--- config.mk ---
export PLATFORM = sky130hd
export DESIGN_NAME = game_state_ctrl
export DESIGN_NICKNAME = d
export VERILOG_FILES = /design/src/rtl/game_state_ctrl.sv
export SDC_FILE = /design/constraint.sdc
export NUM_CORES = 1
export LEC_CHECK = 0
export BUFFER_PORTS_ARGS = -buffer_cell sky130_fd_sc_hd__buf_2
export CAP_MARGIN = 20
export CORE_ASPECT_RATIO = 0.8
export CORE_MARGIN = 3
export CORE_UTILIZATION = 30
export DETAILED_ROUTE_END_ITERATION = 12
export PLACE_DENSITY = 0.5
export REMOVE_ABC_BUFFERS = 1
export SLEW_MARGIN = 5
export SYNTH_ARGS = -nofsm -noshare
export SYNTH_HDL_FRONTEND = slang
export SYNTH_SLANG_ARGS = --single-unit
export TNS_END_PERCENT = 10
--- constraint.sdc ---
create_clock -name clk -period 5.7 [get_ports clk]
set_input_delay 0.57 -clock clk [delete_from_list [all_inputs] [get_ports clk]]
set_output_delay 0.57 -clock clk [all_outputs]
set_load 0.1 [all_outputs]
--- src/rtl/game_state_ctrl.sv ---
// game_state_ctrl: top-level game flow controller for a pacman-style game.
// Tracks the level state (IDLE/PLAY/DYING/CLEAR/OVER), lives, score and the
// pellet count for the current level. It also flags ghost/pacman collisions
// per ghost.
//
// Ports
//   clk, rst          : single clock; synchronous active-high reset
//   start             : level-sensitive start / restart / next-level request
//   food_eaten        : one-cycle pulse per pellet consumed
//   pacman_x/_y       : pacman pixel position (11 / 10 bits)
//   ghost_x/_y        : packed ghost positions, ghost i at [11i+10:11i] / [10i+9:10i]
//   state             : IDLE=0 PLAY=1 DYING=2 CLEAR=3 OVER=4
//   run               : sprite movement enable, high only in PLAY
//   respawn           : one-cycle pulse telling sprites to reset positions
//   lives_left, score : game counters
//   hit_mask          : registered per-ghost collision flags
module game_state_ctrl #(
  parameter int NUM_GHOSTS  = 4,
  parameter int LIVES       = 3,
  parameter int SCORE_W     = 12,
  parameter int FOOD_TOTAL  = 300,
  parameter int HIT_DIST    = 8,
  parameter int RESPAWN_CYC = 64
) (
  input  logic                    clk,
  input  logic                    rst,
  input  logic                    start,
  input  logic                    food_eaten,
  input  logic [10:0]             pacman_x,
  input  logic [9:0]              pacman_y,
  input  logic [11*NUM_GHOSTS-1:0] ghost_x,
  input  logic [10*NUM_GHOSTS-1:0] ghost_y,
  output logic [2:0]              state,
  output logic                    run,
  output logic                    respawn,
  output logic [2:0]              lives_left,
  output logic [SCORE_W-1:0]      score,
  output logic [NUM_GHOSTS-1:0]   hit_mask
);

  typedef enum logic [2:0] {
    S_IDLE  = 3'd0,
    S_PLAY  = 3'd1,
    S_DYING = 3'd2,
    S_CLEAR = 3'd3,
    S_OVER  = 3'd4
  } state_t;

  localparam int DCW = (RESPAWN_CYC > 2) ? $clog2(RESPAWN_CYC) : 1;

  state_t             st;
  logic [SCORE_W-1:0] food_cnt;
  logic [DCW-1:0]     dcnt;
  logic [NUM_GHOSTS-1:0] hit_d;

  assign state = st;

  // Per-ghost collision: unsigned absolute difference on each axis, so the
  // screen edges never wrap into a false hit.
  for (genvar g = 0; g < NUM_GHOSTS; g++) begin : g_hit
    logic [10:0] gx, dx;
    logic [9:0]  gy, dy;
    assign gx = ghost_x[11*g +: 11];
    assign gy = ghost_y[10*g +: 10];
    assign dx = (pacman_x >= gx) ? pacman_x - gx : gx - pacman_x;
    assign dy = (pacman_y >= gy) ? pacman_y - gy : gy - pacman_y;
    assign hit_d[g] = (32'(dx) < HIT_DIST) && (32'(dy) < HIT_DIST);
  end

  always_ff @(posedge clk) begin
    if (rst) begin
      st         <= S_IDLE;
      run        <= 1'b0;
      respawn    <= 1'b0;
      lives_left <= '0;
      score      <= '0;
      food_cnt   <= '0;
      dcnt       <= '0;
      hit_mask   <= '0;
    end else begin
      hit_mask <= hit_d;
      respawn  <= 1'b0;
      run      <= 1'b0;
      case (st)
        S_IDLE, S_OVER: begin
          if (start) begin
            lives_left <= 3'(LIVES);
            score      <= '0;
            food_cnt   <= '0;
            respawn    <= 1'b1;
            run        <= 1'b1;
            st         <= S_PLAY;
          end
        end
        S_CLEAR: begin
          // Next level: score and lives carry over.
          if (start) begin
            food_cnt <= '0;
            respawn  <= 1'b1;
            run      <= 1'b1;
            st       <= S_PLAY;
          end
        end
        S_PLAY: begin
          run <= 1'b1;
          if (food_eaten) begin
            food_cnt <= food_cnt + 1'b1;
            if (score != '1) score <= score + 1'b1;
          end
          // A level-completing pellet beats a same-cycle hit.
          if (food_eaten && food_cnt == SCORE_W'(FOOD_TOTAL - 1)) begin
            run <= 1'b0;
            st  <= S_CLEAR;
          end else if (|hit_mask) begin
            lives_left <= lives_left - 1'b1;
            dcnt       <= '0;
            run        <= 1'b0;
            st         <= S_DYING;
          end
        end
        S_DYING: begin
          if (dcnt == DCW'(RESPAWN_CYC - 1)) begin
            dcnt <= '0;
            if (lives_left != '0) begin
              respawn <= 1'b1;
              run     <= 1'b1;
              st      <= S_PLAY;
            end else begin
              st <= S_OVER;
            end
          end else begin
            dcnt <= dcnt + 1'b1;
          end
        end
        default: st <= S_IDLE;
      endcase
    end
  end

endmodule
## After elaboration in Yosys (flattened, before gate mapping)

Cells that the tools add are included.

- Output and inout bits: 24
- Word-level logic and storage cells: 112
- Bits of input ports: 109
- Register bits: 42

- Reduce and logical (&&, ||, !) cells: 18
- Add/sub/neg operators: 20
- Equality and inequality tests: 15
- Muxes and demuxes: 35
- $lt $le $gt $ge: 16

Operator list:

| cell | count |
|---|---|
| $sub A11 B11 Y11 | 8 |
| $sub A10 B10 Y10 | 8 |
| $mux W12 | 4 |
| $pmux W12 S2 | 2 |
| $ge A11 B11 Y1 | 4 |
| $lt A11 B4 Y1 const B | 4 |
| $mux W11 | 4 |
| $ge A10 B10 Y1 | 4 |
| $lt A10 B4 Y1 const B | 4 |
| $mux W10 | 4 |
| $add A12 B1 Y12 const B | 2 |
| $mux W3 | 8 |
| $mux W6 | 3 |
| $eq A12 B9 Y1 const B | 1 |
| $ne A12 B12 Y1 const B | 1 |
| $ne A2 B2 Y1 const B | 6 |
| $pmux W6 S2 | 1 |
| $pmux W3 S3 | 1 |
| $reduce_and A3 Y1 | 3 |
| $reduce_and A4 Y1 | 2 |
| $add A6 B1 Y6 const B | 1 |
| $eq A3 B2 Y1 const B | 2 |
| $eq A6 B6 Y1 const B | 1 |
| $pmux W3 S2 | 1 |
| other kinds (15) | 25 |

## Longest topological paths before layout

Gate-level depths: netlist of the first run.

- Depth after elaboration: 4
- Gate-level depth with buffers: 13
- Mapped depth without buffers: 11

## Least setup slack after synthesis of the first run

OpenSTA, ideal clock, no wires.

- Path kind: register -> register
- Start point: register st[1] (netlist: state[1])
- End point: register dcnt[5]
- Path slack: 2.862 ns
- Library setup time: 0.076 ns
- Stages on the path, launching flop included: 9
- Arrival: 2.762 ns
- Required time: 5.624 ns
- Cells stage by stage: dfxtp_1 buf_2 nor2b_1 nor2b_1 nor2_1 nor2_1 nand4_1 or3_1 a21boi_0

- Word-level cells in the longest chain between the ends: 3

Ends and longest elaborated chain:

| item | line | text |
|---|---|---|
| from (decl) | 51 | `state_t st;` |
| from (signal assigned) | 72 | `st <= S_IDLE;` |
| from (signal assigned) | 92 | `st <= S_PLAY;` |
| from (signal assigned) | 101 | `st <= S_PLAY;` |
| $eq A3 B1 Y1 / $eq A3 B2 Y1 (equally long branches) | 84 | `case (st)` |
| $ne A2 B2 Y1 (no line) / $reduce_bool A2 Y1 (equally long branches) | n/a |  |
| $reduce_and A3 Y1 (no line) | n/a |  |
| to (signal assigned) | 132 | `dcnt <= dcnt + 1'b1;` |
| to (decl) | 53 | `logic [DCW-1:0] dcnt;` |

Parallel ways exist; a longest one is shown, timed or not.
A chain may end at the register's enable or synchronous reset.

## Final worst setup path of the first run

- Start point: input pacman_x[5]
- End point: register hit_mask[2]

- Word-level cells in the longest chain between the ends: 4

Ends and longest elaborated chain:

| item | line | text |
|---|---|---|
| from (decl) | 29 | `input logic [10:0] pacman_x,` |
| $sub A11 B11 Y11 / $ge A11 B11 Y1 (equally long branches) | 65 | `assign dx = (pacman_x >= gx) ? pacman_x - gx : gx - pacman_x;` |
| $mux W11 * | 65 |  |
| $lt A11 B4 Y1 * | 67 | `assign hit_d[g] = (32'(dx) < HIT_DIST) && (32'(dy) < HIT_DIST);` |
| $logic_and A1 B1 Y1 * | 67 |  |
| to (signal assigned) | 81 | `hit_mask <= hit_d;` |
| to (decl) | 38 | `output logic [NUM_GHOSTS-1:0] hit_mask` |

Every way passes the cells marked *; elsewhere a longest branch is shown, timed or not.

==> results summary, run 1 <==
The run finished with clean final reports. The post-detailed-route count of antenna-violating nets is 0. The total number of clock tree sinks came out at 42. The aggregate global routing overflow is 0. The wire length of the first global-routing pass is 38,100 microns. The sequential cell area fraction in the yosys report came out at 0.105. The Yosys step of the flow raised 0 warnings.

The number of rows created at floorplan is 52. The area of the core region came out at 0.0258 sq mm. The shortest period the worst path allows came out at 3.25 ns. The count of placed standard cells including taps came out at 1,541. The die is 152 microns tall. Following the worst setup path forward leads to its endpoint at hit_mask[2]$_SDFF_PP0_.

Of the total power, the share spent switching nets is 0.487. The logic gate share of total power came out at 0.602. The data required time of the worst path is 5.86 ns. From synthesis to final layout, the design area changed by 14.0%. The wire length per cell after detailed routing is 15.5 microns.

The count of flip-flops with a built-in enable after synthesis came out at 0. The count of TritonRoute iterations in the first routing pass came out at 5. Summed over all instances, the cell type with the most area after synthesis is ha_1.

The sort of element at the start of the critical path is an input port. Of all nets on the critical path, the largest fanout is 7. The count of endpoints failing hold in the final timing report is 0.

Input and output buffers added on the ports amount to 132. The initial DRC count is 405. The number of hold buffers added after cts came out at 0. Data arrives at the worst endpoint at 3.42 ns. The number of antenna violations at the first check in global routing came to 2. Among all cell types in the netlist, the one instantiated most often is ha_1. The number of gates resized after CTS was 0.

The part of the total power dissipated in the clock network is 0.183. The setup slack after layout came out at 2.45 ns. The worst setup path is of the input port to register kind. For this run, the leading register cell type out of synthesis is dfxtp_1. In the finished design, the share of the clock period the worst path needs comes to 0.571. The setup slack after placement came out at 2.15 ns. The via count of the first global-routing pass came out at 7,226. Synthesis inferred 42 register bits.

Counting flops with an async set or reset pin after synthesis yields a share of 0. The finished layout cell area is 0.00913 sq mm. The transition time of the tightest slew-check pin came out at 0.749 ns. The accumulated negative setup slack came out at 0 ns. The number of cell instances on the worst register-to-register path came out at 8. The detailed placement HPWL came out at 20,400 microns. The critical path runs through a total of 12 cells.

Counting the buffers created by CTS gives 5. Synthesis produced 1,087 cells. The max-slew violation count is 0. Static timing analysis puts the maximum clock frequency at 0.307 GHz. For the worst-skew pair, the clock arrives at the later sink with an insertion delay of 0.29 ns. The clock-pin slew on the worst setup and hold paths came out at 0.07 ns. The nature of the critical path endpoint is a register.

The worst hold path cell count is 2. The highest cell delay on the worst timing path came out at 0.43 ns. The worst voltage drop across the vdd grid is 0.000253 V. The routed design has 24,100 microns of wire. The share of final-layout standard cells stronger than drive strength 1 came out at 0.134.

The number of top-level pins is 133. Of the total power, registers draw 0.216. The critical path's top delay family is simple AND/OR/NAND/NOR gates. The register-to-register path setup slack came out at 3.11 ns. The critical path goes through buf_2 > inv_1 > ha_1 > xor2_1 > nor3_1 > a31oi_1 > or4_1 > a221oi_1 > o21ai_1 > nor4bb_1 > nor3_1 > nor4_1. The count of final setup violators is 0. The power per unit of standard cell area came out at 179 mW/mm^2. The pin count of the biggest net entering global routing is 20. CTS placed an instance of clkbuf_16 at the clock tree root. For this configuration, the core starts out at a cell density of 0.311. In the synthesized netlist, the cells that appear most often are ha_1, inv_1, nor2_1, a21oi_1, nand2_1. After the flow finishes, the layout carries non-filler instances totaling 1,550. The global placer's final weighted congestion came out at 0.883. The area of placed instances is 0.00898 sq mm. The summed instance area of the synthesized netlist came out at 0.00801 sq mm. In the global route stage, overall resource usage came out at 0.161. The post-synthesis cell type count is 81. The clock arrives with 0.0114 ns of skew. The cell leakage power came out at 4.53 nW. The max capacitance violation total came out at 0. Measured against its own limit, the worst slew margin works out to 0.498. The horizontal extent of the die is 189 microns.

The number of nets in the layout came out at 1,471. The design internal power is 0.836 mW. The endpoint identified for the worst register-to-register timing path is score[9]$_SDFFE_PP0P_.

The cell occurring most often along the worst timing path is nor3_1. The critical path contains buffers and inverters numbering 2 combined. In this run the mean area of a mapped cell was 7.37 sq um.

The top-area cell type share of the netlist area came out at 0.258. In the routed design, unresolved DRC markers number 0. The clock tree from TritonCTS is done. The largest individual stage delay along the critical path comes from the cell ha_1.

No sink is reached through more buffers than the 2 on the longest clock path. The startpoint identified for the worst register-to-register timing path is state[0]$_SDFFE_PP0P_. The number of vias in the routed layout is 7,912. In this run the worst hold path is classified as register to register. The number of buffers inserted to repair setup after CTS is 0. The net switching power came out at 0.795 mW. The total number of H-tree levels came out at 2.

The die area is 0.0287 sq mm. The average via count per standard cell came out at 5.10. In this run the worst setup path begins at pacman_x[5]. Ranked by total cell area, the synthesized netlist is headed by ha_1, dfxtp_1, inv_1.

The final core area utilization is 0.355. Setup repair after global routing left no endpoint under its margin.
worst min-delay path, cell delays in order, from the launching register on:
cell and delay (ns):
dfxtp_1 0.32, o21ai_0 0.06, a21boi_0 0.07
power by group through the flow:
stage,Clock [mW],Combinational (mW),Sequential (mW)
after floorplan,0,0.601,0.491
after global placement,0,0.980,0.358
after detailed placement,0,0.976,0.359
after CTS,0.307,0.981,0.352
after global routing,0.320,1.09,0.357
final,0.298,0.981,0.352
per-layer routing:
layer	track usage	share of wire	vias up
met5	0	0.00054	-
met1	0.248	0.53	3655
met3	0.0186	0.036	14
met4	0.0188	0.0074	2
met2	0.246	0.43	143
li1	-	-	4098
cell families (layout without fill, tap and decap cells):
kind of cell,after synthesis,in the layout,synth area share
compound gates,284,284,0.239
xor+xnor,61,61,0.0667
fa+ha+maj,165,165,0.258
buf+inv,160,271,0.0778
flops,42,42,0.105
mux,13,13,0.0180
other cells,0,1,0
simple gates,362,362,0.236
state kept, by name, indices dropped and copies added, names as in the netlist:
| name | count |
|---|---|
| dcnt | 6 |
| food_cnt | 12 |
| hit_mask | 4 |
| lives_left | 3 |
| respawn | 1 |
| run | 1 |
| score | 12 |
| state | 3 |
worst min-delay path by stage:
stage	endpoint	start	slack (ns)
after floorplan	dcnt[5]$_SDFFE_PP0P_	dcnt[5]$_SDFFE_PP0P_	0.46
after global placement	dcnt[5]$_SDFFE_PP0P_	dcnt[5]$_SDFFE_PP0P_	0.48
after detailed placement	dcnt[5]$_SDFFE_PP0P_	dcnt[5]$_SDFFE_PP0P_	0.49
after CTS	dcnt[5]$_SDFFE_PP0P_	dcnt[5]$_SDFFE_PP0P_	0.50
after global routing	dcnt[5]$_SDFFE_PP0P_	dcnt[5]$_SDFFE_PP0P_	0.52
final	dcnt[5]$_SDFFE_PP0P_	dcnt[5]$_SDFFE_PP0P_	0.50
stage by stage:
step	power, mW	hold slack, ns
6_report	1.63	0.499
5_1_grt	1.77	0.516
4_1_cts	1.64	0.505
3_5_place_dp	1.33	0.492
3_3_place_gp	1.34	0.484
2_1_floorplan	1.09	0.464
area by class of cell:
cell class                 count  area (sq um)
timing repair buffer         132           661
tap                          351           439
inverter                     131           492
fill                        2819         16600
clock inverter                 3          25.0
sequential                    42           841
antenna                        1          2.50
clock buffer                   5           125
multi-input combinational    885          6550
placed cells by master, fill, tap and decap left out, types with 4 or more instances in the layout:
cell type / n
nor3_1: 39
nand2b_1: 16
a21oi_1: 67
inv_1: 131
a2111oi_0: 6
nand3b_1: 7
or3_1: 12
o21ai_1: 8
and2_1: 9
xor2_1: 43
o21bai_1: 4
nand2_1: 60
mux2i_1: 11
o21a_1: 28
buf_2: 132
nor3b_1: 4
nand3_1: 24
o211ai_1: 8
o31ai_1: 10
or4_1: 10
nor4_1: 9
dfxtp_1: 42
a211o_1: 5
a211oi_1: 13
or2_2: 5
o21ai_0: 40
and3_1: 17
nor2b_1: 25
a21o_1: 21
nand4_1: 15
ha_1: 165
xnor2_1: 18
a31oi_1: 22
clkbuf_16: 5
nor2_1: 91
Note: power is estimated with default switching activity, not from simulation.
==> run 2: changes to the inputs <==
--- a/config.mk
+++ b/config.mk
@@ -5,13 +5,14 @@
 export SDC_FILE = /design/constraint.sdc
 export NUM_CORES = 1
 export LEC_CHECK = 0
+export ABC_AREA = 1
 export BUFFER_PORTS_ARGS = -buffer_cell sky130_fd_sc_hd__buf_2
 export CAP_MARGIN = 20
 export CORE_ASPECT_RATIO = 0.8
 export CORE_MARGIN = 3
 export CORE_UTILIZATION = 30
 export DETAILED_ROUTE_END_ITERATION = 12
-export PLACE_DENSITY = 0.5
+export PLACE_DENSITY = 0.49
 export REMOVE_ABC_BUFFERS = 1
 export SLEW_MARGIN = 5
 export SYNTH_ARGS = -nofsm -noshare
==> constraint.sdc (replaced) <==
create_clock -name clk -period 3.1 [get_ports clk]
set_input_delay 0.31 -clock clk [delete_from_list [all_inputs] [get_ports clk]]
set_output_delay 0.31 -clock clk [all_outputs]
set_load 0.1 [all_outputs]
==> results summary, run 2 <==
The total wire length after detailed routing is 38,400 microns (+60%). The setup slack after placement is 0.375 ns (-1.77 ns). The post-synthesis cell type count came out at 45 (-44%). The part of the total power dissipated in the clock network came out at 0.150 (-0.033). After synthesis, the cell types taking the most area are nand2_1, ha_1, inv_1.

The xor/xnor share of the synthesized area is 0.0160 (-0.0506). The summed instance area of the synthesized netlist came out at 0.0109 sq mm (+36%). The number of top-level pins came to 133 (unchanged). The synthesis-to-finish area growth came out at 12.2%. The total routing resource utilization after global routing is 0.195 (+0.0341).

The finished layout cell area was 0.0123 sq mm (+34%). The number of gates given a new drive strength after cts is 0 (unchanged). The cell leakage power came out at 7.48 nW (+65%).

The count of flip-flops with a built-in enable after synthesis is 0 (unchanged). The max capacitance violation total was 0 (unchanged). The flip-flop and latch count after synthesis came out at 42 (unchanged). The logic gate share of total power came out at 0.684 (+0.082). The wire length per cell after detailed routing is 14.3 microns (-7.5%).

The total clock buffers created by CTS is 5 (unchanged). Dividing the final minimum period by the clock period gives 0.804. The number of buffers between clock root and the deepest sink came out at 2 (unchanged). The power per unit of standard cell area is 316 mW/mm^2 (+77%). The synthesized instance count was 2,080 (+91%).

The multiplexer area fraction after synthesis is 0 (-0.0180). The startpoint identified for the worst register-to-register timing path is state[0]$_SDFFE_PP0P_. The clock-pin slew on the worst setup and hold paths came out at 0.08 ns (about the same). The run finished with clean final reports. The sequential group share of total power came to 0.166 (-0.050). The initial DRC count is 925 (+130%).

The shortest period the worst path allows came out at 2.49 ns. The aggregate global routing overflow came out at 0 (unchanged). The fraction of the mapped netlist area in simple logic gates is 0.469 (+0.234). The combinational family with the most area after synthesis is simple AND/OR/NAND/NOR gates.

The number of rows created at floorplan came out at 61 (+17%). The average via count per standard cell came to 4.74 (-7.1%). The synthesized-area fraction occupied by ao, oa, aoi and oai cells came out at 0.0962 (-0.143). The wire length of the first global-routing pass is 60,500 microns (+59%).

The share of final-layout standard cells stronger than drive strength 1 came to 0.0825 (-0.0511). The worst hold margin came out at 0.357 ns (-0.143 ns). Static timing analysis puts the maximum clock frequency at 0.401 GHz. STA classifies the critical path endpoint as a register. The horizontal extent of the die came to 219 microns (+16%). The total number of H-tree levels came out at 2 (unchanged). The die area was 0.0387 sq mm (+35%). The transition time of the tightest slew-check pin is 0.619 ns (-0.129 ns). The sequential cell area fraction in the yosys report is 0.0770 (-0.0279). The count of TritonRoute iterations in the first routing pass is 6 (+1). The number of buffers inserted to repair setup after CTS is 0 (unchanged).

The number of vias in the routed layout is 12,702 (+61%). The clock latency on the worst-skew pair came out at 0.30 ns (about the same). The async set or reset register ratio after synthesis was 0 (unchanged). The detailed placement HPWL came to 33,400 microns (+64%). The min-delay analysis places its worst path in the category input port to register.

The setup slack after layout came out at 0.606 ns (-1.84 ns). The max-slew violation count came out at 0 (unchanged). The fraction of the mapped netlist area in adder cells is 0.189 (-0.0686). The worst clock skew came out at 0.0131 ns (+0.00174 ns). The sort of element at the start of the critical path is an input port. The number of hold buffers added after cts is 0 (unchanged). The post-detailed-route count of antenna-violating nets was 0 (unchanged). The count of final setup violators was 0 (unchanged). After synthesis, the most frequently instantiated cells are nand2_1, inv_1, nor2_1, ha_1, nand3_1. The pin count of the biggest net entering global routing is 16 (-20%). The quantity of I/O buffers inserted on ports was 132 (unchanged). The synthesis warning total is 0 (unchanged). The most frequent cell after synthesis is nand2_1.

The global placer's final weighted congestion is 0.919 (+4.0%). The hold path startpoint is rst. The count of endpoints failing hold in the final timing report is 0 (unchanged). The most frequent standard cell in the layout excluding fill and tap cells is nand2_1.

The largest registers in the layout are food_cnt (12), score (12), dcnt (6). The net switching power came out at 2.19 mW (+180%). The design internal power is 1.67 mW (+100%). The power after layout came out at 3.87 mW (+140%). The area of the core region came out at 0.0353 sq mm (+37%).

The via count of the first global-routing pass is 11,564 (+60%). The switching share of power is 0.567 (+0.0797). The highest fanout seen on the critical path is 7 (unchanged).

The max-slew headroom at the worst pin is 0.587 (+0.0891). The vertical extent of the die came out at 177 microns (+16%). The synthesized design spends more area on one cell type than any other, namely nand2_1.

The number of nets in the layout is 2,480 (+69%). The predominant post-synthesis flop cell is dfxtp_1. The top-area cell type share of the netlist area came to 0.265 (+0.00736). The register-to-register path setup slack is 1.17 ns (-1.94 ns). The critical path starts at pacman_y[5]. CTS placed an instance of clkbuf_16 at the clock tree root. The number of filler instances in the final layout came to 3,966 (+41%). The number of antenna violations at the first check in global routing came out at 2 (unchanged). The mean instance size in the synthesized netlist is 5.25 sq um (-29%). The data arrival at the endpoint of the critical path is 2.74 ns (-0.68 ns). The effective utilization at floorplan was 0.309 (-0.00196).

The worst voltage drop across the vdd grid is 0.000396 V (+56%). The number of antenna repair diodes came out at 0 (-1). The accumulated negative setup slack came out at 0 ns (unchanged). TritonCTS built the clock tree. The area of placed instances came out at 0.0121 sq mm (+35%). The total number of clock tree sinks was 42 (unchanged). The data required time of the worst path came out at 3.35 ns (-2.51 ns). Setup repair after global routing left no endpoint under its margin. The final routed DRC violation total is 0 (unchanged). The setup path with the least slack is of type input port to register. Leaving out fill and tap cells, the most frequent cells in the layout are nand2_1, inv_1, nor2_1.
-- run 2: cell types whose count changed after synthesis, sizes merged, moves of 27 or more --
cell   delta
nand3   +141
nor2    +107
inv     +294
a21oi    +43
nand4    +27
nand2   +725
-- run 2: layout make-up --
class                   instances  area (sq um)  area share
inverters                     425          1600       0.130
clock inverters                 3          25.0     0.00204
flip-flops and latches         42           841      0.0686
well taps                     472           591      0.0482
clock buffers                   5           125      0.0102
multi-input cells            1600          8420       0.687
repair buffers                132           661      0.0539
-- run 2: cell families (layout without fill, tap and decap cells) --
| kind of cell | count (synthesis) | after routing |
|---|---|---|
| compound gates | 187 | 187 |
| xor+xnor | 20 | 20 |
| fa+ha+maj | 165 | 165 |
| buf+inv | 438 | 565 |
| flops | 42 | 42 |
| simple gates | 1228 | 1228 |
-- run 2: stage by stage --
stage               utilization  std cells
floorplan                     -       2067
global placement          0.342       2671
detailed placement        0.342       2671
CTS                       0.347       2679
global route              0.347       2679
finish                    0.347       2679
-- run 2: final timing paths --
kind | endpoint | depth (start not counted)
hold / removal | dcnt[4]$_SDFFE_PP0P_ | 2
setup / recovery | hit_mask[2]$_SDFF_PP0_ | 12
hold reg to reg | score[6]$_SDFFE_PP0P_ | 2
setup reg to reg | score[3]$_SDFFE_PP0P_ | 10
-- run 2: power by group through the flow --
stage | logic [mW] | registers, mW | clock network, mW
after floorplan | 1.64 | 0.958 | 0
after detailed placement | 2.62 | 0.656 | 0
after global routing | 2.98 | 0.652 | 0.620
after CTS | 2.63 | 0.644 | 0.607
after global placement | 2.63 | 0.656 | 0
final | 2.64 | 0.643 | 0.580
-- run 2: critical path, stage by stage --
cell	delay, ns
buf_2	0.19
inv_1	0.18
ha_1	0.46
a21oi_1	0.36
nand3_1	0.27
a21oi_2	0.35
o21ai_0	0.19
nand3_1	0.11
nand2_1	0.05
nor2_1	0.08
nand2_1	0.09
nor2_1	0.10
-- run 2: metal layers --
layer	up-vias	GRT usage	wire length [microns]
met3	39	0.0172	1940
li1	6671	-	-
met2	313	0.299	15900
met5	-	0	0
met1	5679	0.296	19900
met4	0	0.0375	697
==> run 3: changes to the inputs <==
==> constraint.sdc (replaced) <==
create_clock -name clk -period 2.5 [get_ports clk]
set_input_delay 0.25 -clock clk [delete_from_list [all_inputs] [get_ports clk]]
set_output_delay 0.25 -clock clk [all_outputs]
set_load 0.1 [all_outputs]
==> results summary, run 3 (same netlist as run 2, synthesis figures left out) <==
The flow ran to the end, and the final reports show no timing, DRC or antenna violations. The library cell used most frequently in the layout, excluding fill and tap cells, is nand2_1. The average via count per standard cell is 4.69 (-1.1%). The number of gates given a new drive strength after cts is 0 (unchanged). Setup repair after global routing left no endpoint under its margin. The max-slew violation count came out at 0 (unchanged). Of the available clock period, the critical path in the final layout requires 0.829. The detailed placement HPWL came out at 32,900 microns (-1.3%). The number of antenna violations at the first check in global routing came out at 4 (+2).

The count of placed standard cells including taps is 2,690 (+0.71%). The startpoint identified for the worst register-to-register timing path is state[0]$_SDFFE_PP0P_. The worst voltage drop across the vdd grid is 0.000563 V (+42%). The initial DRC count is 940 (+1.6%). The design internal power is 2.19 mW (+31%). The pin count of the biggest net entering global routing came out at 16 (unchanged). The count of endpoints failing hold in the final timing report came out at 0 (unchanged). Based on the critical path, the design can be clocked at up to 0.482 GHz. The total routing resource utilization after global routing was 0.191 (-0.00385). The setup slack after layout is 0.427 ns (-0.180 ns).

The data required time of the worst path came out at 2.72 ns (-0.63 ns). The number of non-filler instances in the completed layout came to 2,701 (+0.82%). The wire length per cell after detailed routing was 14.2 microns (-1.4%). The aggregate global routing overflow is 0 (unchanged). The final routed DRC violation total is 0 (unchanged).

The die area is 0.0387 sq mm (unchanged). The total number of clock tree sinks is 42 (unchanged). The vertical extent of the die came to 177 microns (unchanged). The nature of the critical path endpoint is a register. The post-detailed-route count of antenna-violating nets is 0 (unchanged). The number of buffers inserted to repair setup after CTS is 0 (unchanged).

The total clock buffers created by CTS is 5 (unchanged). The clock latency on the worst-skew pair came out at 0.29 ns (about the same). The area of placed instances is 0.0122 sq mm (+1.2%).

The accumulated negative setup slack came out at 0 ns (unchanged). The power after layout came out at 4.88 mW (+26%). The number of hold buffers added after cts is 0 (unchanged). The sequential group share of total power was 0.164 (-0.002). The via count of the first global-routing pass is 11,264 (-2.6%).

The number of vias in the routed layout came out at 12,668 (-0.27%). The area of the core region is 0.0353 sq mm (unchanged). The transition time of the tightest slew-check pin came out at 0.552 ns (-0.0669 ns). The cell leakage power is 7.59 nW (+1.4%). The number of buffers and inverters on the critical path came out at 4 (+2). The finished layout cell area is 0.0124 sq mm (+1.3%).

On the critical path, the stage with the largest delay is an instance of ha_1. The worst hold path belongs to the class input port to register. The setup slack after placement is 0.115 ns (-0.260 ns). TritonCTS built the clock tree. The worst register-to-register path ends at score[8]$_SDFFE_PP0P_. The horizontal extent of the die is 219 microns (unchanged). The sort of element at the start of the critical path is an input port. The power per unit of standard cell area came to 393 mW/mm^2 (+25%).

The number of buffers between clock root and the deepest sink is 2 (unchanged). The largest registers in the layout are food_cnt (12), score (12), dcnt (6). The share of final-layout standard cells stronger than drive strength 1 came out at 0.0903 (+0.00783). The total number of H-tree levels is 2 (unchanged). The part of the total power dissipated in the clock network is 0.156 (+0.006). The number of nets in the layout is 2,499 (+0.77%). The global placer's final weighted congestion came out at 0.917 (-0.16%).

The combined area of the multi-input logic cells came out at 0.00842 sq mm (unchanged). The clock-pin slew on the worst setup and hold paths was 0.07 ns (about the same). The highest cell delay on the worst timing path is 0.48 ns (+0.02 ns). The number of top-level pins was 133 (unchanged).

The storage element area is 841 sq um (unchanged). The worst clock skew is 0.00968 ns (-0.00344 ns). The logic gate share of total power is 0.680 (-0.004). The final core area utilization came out at 0.351 (+0.00467). The category of the most critical setup path is input port to register. The signal on the critical path passes through buf_2 > inv_1 > ha_1 > nand2_1 > nor2_1 > nand2_1 > inv_1 > nand2_1 > nand4_1 > nand2_1 > nor2_1 > nand3_1 > nand2_1 > inv_1 > nor2_1. The number of rows created at floorplan was 61 (unchanged). The net switching power is 2.69 mW (+23%). The number of filler instances in the final layout is 3,989 (+0.58%). From synthesis to final layout, the design area changed by 13.7%. The quantity of I/O buffers inserted on ports is 132 (unchanged).

The effective utilization at floorplan is 0.309 (unchanged). The library cells used most frequently in the layout, excluding fill and tap cells, are nand2_1, inv_1, nor2_1. The max-slew headroom at the worst pin is 0.631 (+0.0438). The worst hold margin was 0.326 ns (-0.0306 ns).

The count of final setup violators came out at 0 (unchanged). The worst hold path cell count was 2 (unchanged). The critical path's top delay family is simple AND/OR/NAND/NOR gates. The clock period could shrink to 2.07 ns. The max capacitance violation total is 0 (unchanged).

The data arrival at the endpoint of the critical path was 2.29 ns (-0.45 ns). The count of TritonRoute iterations in the first routing pass came to 6 (unchanged). The worst hold path endpoint is dcnt[4]$_SDFFE_PP0P_. The total wire length after detailed routing was 38,200 microns (-0.55%). The startpoint identified for the worst hold timing path is rst.

The highest fanout seen on the critical path is 7 (unchanged). The number of cell instances on the worst register-to-register path came to 11 (+1). The master cell of the clock root buffer is clkbuf_16. The switching share of power is 0.551 (-0.0162). The wire length of the first global-routing pass is 59,600 microns (-1.6%).

The cell that appears most often on the critical path is nand2_1. The register-to-register path setup slack came out at 0.55 ns (-0.62 ns).
-- run 3: cell count changes in the layout (fill, tap and decap cells not counted) --
| cell | previous run | this run |
|---|---|---|
| buf_4 | 0 | 19 |
| bufinv_16 | 0 | 1 |
| clkinv_2 | 0 | 2 |
| clkinv_4 | 1 | 0 |
| clkinvlp_4 | 1 | 0 |
| diode_2 | 0 | 3 |
| inv_6 | 1 | 0 |
-- run 3: how the worst max path moves through the flow --
stage,from,to,slack (ns),cells after the start
final,pacman_x[7],hit_mask[3]$_SDFF_PP0_,0.43,15
after global routing,pacman_y[5],hit_mask[1]$_SDFF_PP0_,0.17,15
after CTS,pacman_x[6],hit_mask[3]$_SDFF_PP0_,0.42,16
after detailed placement,pacman_x[7],hit_mask[3]$_SDFF_PP0_,0.11,13
after global placement,pacman_x[6],hit_mask[3]$_SDFF_PP0_,0.17,16
after floorplan,state[0]$_SDFFE_PP0P_,score[3]$_SDFFE_PP0P_,0.09,10
-- run 3: layout make-up --
cell class	instances	area share
Clock inverter	3	0.00322
Tap cell	472	0.0476
Sequential cell	42	0.0677
Clock buffer	5	0.0101
Timing Repair Buffer	151	0.0647
Inverter	425	0.128
Antenna cell	3	0.000605
Multi-Input combinational cell	1600	0.678
-- run 3: power groups by stage --
stage | registers [mW] | logic, mW | clock network [mW]
floorplan | 1.19 | 2.03 | 0
global placement | 0.816 | 3.29 | 0
detailed placement | 0.814 | 3.28 | 0
CTS | 0.800 | 3.30 | 0.779
global route | 0.808 | 3.74 | 0.808
finish | 0.799 | 3.32 | 0.762
-- run 3: layer usage --
| metal | routed length, microns | GRT usage |
|---|---|---|
| met5 | 7 | 0 |
| met3 | 1650 | 0.0127 |
| met2 | 16000 | 0.290 |
| met1 | 20200 | 0.299 |
| met4 | 431 | 0.0286 |
